[config.mk]
export PLATFORM = sky130hd
export DESIGN_NAME = reg_file_sb
export DESIGN_NICKNAME = d
export VERILOG_FILES = /design/src/rtl/urcpu_pkg.sv /design/src/rtl/reg_scoreboard.sv /design/src/rtl/reg_file_sb.sv
export SDC_FILE = /design/constraint.sdc
export NUM_CORES = 1
export LEC_CHECK = 0
export CAP_MARGIN = 20
export CELL_PAD_IN_SITES_DETAIL_PLACEMENT = 0
export CELL_PAD_IN_SITES_GLOBAL_PLACEMENT = 1
export CORE_ASPECT_RATIO = 0.75
export CORE_MARGIN = 5
export CORE_UTILIZATION = 35
export DETAILED_ROUTE_END_ITERATION = 16
export PLACE_DENSITY_LB_ADDON = 0.1
export SYNTH_ARGS = -nofsm -noshare
export SYNTH_HDL_FRONTEND = slang
export SYNTH_HIERARCHICAL = 1
export SYNTH_SLANG_ARGS = --single-unit
[constraint.sdc]
create_clock -name clk -period 1.73 [get_ports clk]
set_clock_uncertainty 0.05 [all_clocks]
set_input_delay 0.346 -clock clk [delete_from_list [all_inputs] [get_ports clk]]
set_output_delay 0.346 -clock clk [all_outputs]
set_load 0.1 [all_outputs]
[src/rtl/urcpu_pkg.sv]
// urcpu_pkg: shared CPU datapath constants (word width, register count, register address width)
package urcpu_pkg;
  localparam int DATA_W   = 8;
  localparam int NUM_REGS = 8;
  localparam int REG_AW   = $clog2(NUM_REGS);
endpackage

[src/rtl/reg_scoreboard.sv]
// reg_scoreboard: pending-bit tracking and source-hazard stall (pending[i] = reg i awaiting write-back)
module reg_scoreboard
  import urcpu_pkg::*;
#(
  parameter int NREGS = NUM_REGS,
  parameter int AW    = REG_AW
) (
  input  logic             clk,
  input  logic             rst,
  input  logic             we,
  input  logic [AW-1:0]    waddr,
  input  logic [AW-1:0]    raddr_a,
  input  logic             use_a,
  input  logic [AW-1:0]    raddr_b,
  input  logic             use_b,
  input  logic             iss_valid,
  input  logic [AW-1:0]    iss_dst,
  output logic             stall,
  output logic [NREGS-1:0] pending
);
  logic [NREGS-1:0] pend, set_m, clr_m;
  logic hazard_a, hazard_b, accept;
  always_comb begin
    hazard_a = use_a & pend[raddr_a] & ~(we & (waddr == raddr_a));
    hazard_b = use_b & pend[raddr_b] & ~(we & (waddr == raddr_b));
    stall    = hazard_a | hazard_b;
    accept   = iss_valid & ~stall & (iss_dst != '0);
    set_m    = accept ? NREGS'(1) << iss_dst : '0;
    clr_m    = we ? NREGS'(1) << waddr : '0;
  end
  always_ff @(posedge clk)
    if (rst) pend <= '0;
    else     pend <= ((pend & ~clr_m) | set_m) & ~NREGS'(1);
  assign pending = pend;
endmodule

[src/rtl/reg_file_sb.sv]
// reg_file_sb: 2-read/1-write register file with write-back bypass, r0 hardwired to 0, and issue scoreboard
module reg_file_sb
  import urcpu_pkg::*;
#(
  parameter int WIDTH = DATA_W,
  parameter int NREGS = NUM_REGS,
  parameter int AW    = $clog2(NREGS)
) (
  input  logic             clk,
  input  logic             rst,
  input  logic             we,
  input  logic [AW-1:0]    waddr,
  input  logic [WIDTH-1:0] wdata,
  input  logic [AW-1:0]    raddr_a,
  input  logic             use_a,
  output logic [WIDTH-1:0] rdata_a,
  input  logic [AW-1:0]    raddr_b,
  input  logic             use_b,
  output logic [WIDTH-1:0] rdata_b,
  input  logic             iss_valid,
  input  logic [AW-1:0]    iss_dst,
  output logic             stall,
  output logic [NREGS-1:0] pending
);
  logic [WIDTH-1:0] regs [NREGS];
  always_ff @(posedge clk)
    if (rst) regs <= '{default: '0};
    else if (we && waddr != '0) regs[waddr] <= wdata;
  always_comb begin
    rdata_a = (raddr_a == '0) ? '0 : (we && waddr == raddr_a) ? wdata : regs[raddr_a];
    rdata_b = (raddr_b == '0) ? '0 : (we && waddr == raddr_b) ? wdata : regs[raddr_b];
  end
  reg_scoreboard #(.NREGS(NREGS), .AW(AW)) u_sb (
    .clk(clk), .rst(rst), .we(we), .waddr(waddr),
    .raddr_a(raddr_a), .use_a(use_a), .raddr_b(raddr_b), .use_b(use_b),
    .iss_valid(iss_valid), .iss_dst(iss_dst), .stall(stall), .pending(pending)
  );
endmodule

==> flow_summary.ini <==
[critical_path]
critPathSlowestCell = a211oi_4
crit_chain = buf_12 -> buf_12 -> buf_8 -> xnor2_4 -> nand4_4 -> buf_16 -> a211oi_4 -> buf_12
rr_worst_depth = 7
end_kind = output port
worst_ep_arrival_time_ns = 1.77
worstSetupPathType = in -> out
cp-start-kind = input pin
timing.rr.start = u_sb/pending[1]
cp_max_fo = 8
crit_start = raddr_b[2]
required_ns = 1.33
crit_buf_inv = 5
cp.depth = 8
critPathTopFamily = buffers and inverters
critPathMostFrequentCell = buf_12
cpPeakStageDelay_ns = 0.29

[clocking]
clkTransAtPathRegs_ns = 0.05
cts.path.max_buffers = 2
cts_tree = built
cts_buffers = 9
root_buffer = clkbuf_16
cts.htree.levels = 3
cts_sinks = 71
cts_hold_buf = 0
clock_latency_ns = 0.34

[cells_and_area]
nets = 581
final_common_cell = nand2_1
area.sequential_mm2 = 0.00146
multi_input_area_mm2 = 0.00296
layout_common_cells = 104 x nand2_1, 61 x buf_4, 57 x dfxtp_1, 50 x a21oi_1, 39 x buf_12
diodes = 0
syn2layout_area_growth_pct = 57.8
final_cell_area_mm2 = 0.00661
n_fill_cell = 1037
drive_gt1_share_pct = 42.1

[drt]
detail_route.iter0.violations = 288
detail-route-antenna-nets = 0
top_layer_used = met4
wirelength_mm = 14.7
first_pass_iters = 4
met1_length_mm = 6.78
wire_per_inst_um = 20.3
wl_met3_um = 770
viasPerCell = 5.37
route.met2.wl_mm = 6.91
drc = 0
vias = 3874

[placement]
portBuffers = 49
place.gp.congestion = 0.871
dp_hpwl_mm = 9.85
placed_cell_area_mm2 = 0.00587

[yosys]
synth_area_per_cell_um2 = 9.48
synth_top_family_by_area = multiplexers
synth.area.mux_share_pct = 25.6
synth-compound-area-share_pct = 12.3
yosysUniqueCellTypes = 41
synthCells = 442
synth_top_cell_area_share_pct = 33.9
ys_seq_area_share_pct = 33.9
synth_top_cell_by_area = dfxtp_1
synth.ff_latch_count = 71
synth_area_leaders = dfxtp_1 34%, mux4_2 10%, nand2_1 9.3%
syn-num-nets = 468
synth-simple-area-share_pct = 19.0
synth_fa_ha_area_share_pct = 0
yosys_warnings = 6
post_synth_instance_area_mm2 = 0.00419
synthXorXnorAreaFrac_pct = 2.51

[global_routing]
first_global_vias = 3834
antenna_found_initial = 0
grt_usage_pct = 21.2
grt_max_degree = 65
overflow = 0
grt_pass1_wl_mm = 22.8

[floorplanning]
die_w_um = 136
io-pin-count = 51
core_mm2 = 0.0117
rows = 34
die-area_mm2 = 0.0143
start_util_pct = 35.9
die_h_um = 105

[power]
p_total_w = 0.00486
power_density_mw_per_mm2 = 734
p_leak_nw = 2.35
vdd.ir_drop.worst_uv = 516

[outcome]
violations = negative setup slack
status = complete, but fails checks

[min_path]
hold_depth = 2
min_from = regs[23]
worstHoldPathType = reg -> reg

[timing]
slew_viol_final = 0
grt_setup_unrepaired = true
fin_crit_ns = 2.17
setup_ws_ns = -0.439
hold_slack_ns = 0.415
finalSetupViolCount = 18
report.final.hold_viol_count = 0
timing.setup.tns_ns = -5.95
max_freq_ghz = 0.461
period_share_pct = 125

[flow_run]
drv_cap = 0
[sequential cells by signal, indices dropped and copies added, names as in the netlist]
signal	count
regs	64
u_sb/pending	7
[timing repair]
| action | in CTS | in global routing |
|---|---|---|
| setup buffers | 13 | 1 |
| pin swaps | 28 | 8 |
| gates cloned | 4 | 0 |
| resized for setup | 99 | 19 |
| setup endpoints to repair | 79 | 37 |
[per-stage QoR]
stage / util [%] / worst slack (ns) / std cells
after floorplan: - / -0.585 / 442
after global placement: 50.3 / -0.907 / 691
after detailed placement: 50.3 / -0.888 / 691
after CTS: 56.5 / -0.428 / 724
after global routing: 56.7 / -0.454 / 722
final: 56.7 / -0.439 / 722
[per-layer routing]
layer	track usage (%)	up-vias
li1	-	1796
met1	30.2	1936
met2	33.3	120
met3	4.51	22
met4	4.46	0
met5	0	-
[synth_stat cells]
cell,n
nor2_1,28
nor2_2,2
o21ai_2,1
o311ai_0,6
nor2b_1,12
a221o_1,1
xnor2_1,12
a31oi_1,1
nor3_2,3
nand2b_1,4
o21ai_1,4
mux2i_1,29
nand3_1,6
dfxtp_1,71
mux4_1,13
clkbuf_4,1
a21oi_1,50
buf_6,10
nand3b_1,3
nand4_1,4
buf_1,1
buf_12,2
o21ai_4,1
mux4_2,19
a211oi_1,16
nand2_1,104
nor2b_2,1
buf_4,3
clkbuf_1,14
mux2_4,1
nor4b_1,1
inv_1,4
or3_1,1
conb_1,1
or2_2,1
o41ai_2,1
nor2_4,1
buf_2,4
nand4_2,3
o32ai_1,1
o31ai_1,1
[path summary, 6_finish.rpt]
| check | end | slack (ns) |
|---|---|---|
| setup / recovery | rdata_b[0] | -0.44 |
| hold / removal | regs[23] | 0.42 |
| setup reg to reg | u_sb/pending[2] | -0.05 |
| hold reg to reg | regs[23] | 0.42 |
[where the power goes]
group / leakage (nW) / internal (W) / switching (W)
Sequential: 0.583 / 0.00166 / 0.0000284
Combinational: 1.61 / 0.000555 / 0.000686
Clock: 0.156 / 0.00123 / 0.000694
Total: 2.35 / 0.00345 / 0.00141
[cells by family (layout without fill, tap and decap cells)]
| kind of cell | after synthesis | in the layout |
|---|---|---|
| simple gates | 174 | 174 |
| compound gates | 83 | 83 |
| flops | 71 | 71 |
| mux | 62 | 62 |
| buf+inv | 39 | 157 |
| xor+xnor | 12 | 12 |
| other cells | 1 | 1 |
[worst reg2reg max path: cells and delay by family (launching register included)]
| kind | cells | cell delay [ns] |
|---|---|---|
| mux | 1 | 0.27 |
| flops | 1 | 0.34 |
| simple gates | 1 | 0.10 |
| compound gates | 3 | 0.67 |
| buf+inv | 2 | 0.25 |
[cell type report]
type | instances | share of cell area, %
clock buffers | 13 | 4.09
clock inverters | 3 | 0.605
inverters | 4 | 0.227
multi-input cells | 332 | 44.8
flip-flops and latches | 71 | 22.0
well taps | 162 | 3.06
repair buffers | 137 | 25.2
Power figures use the tool's default switching activity.
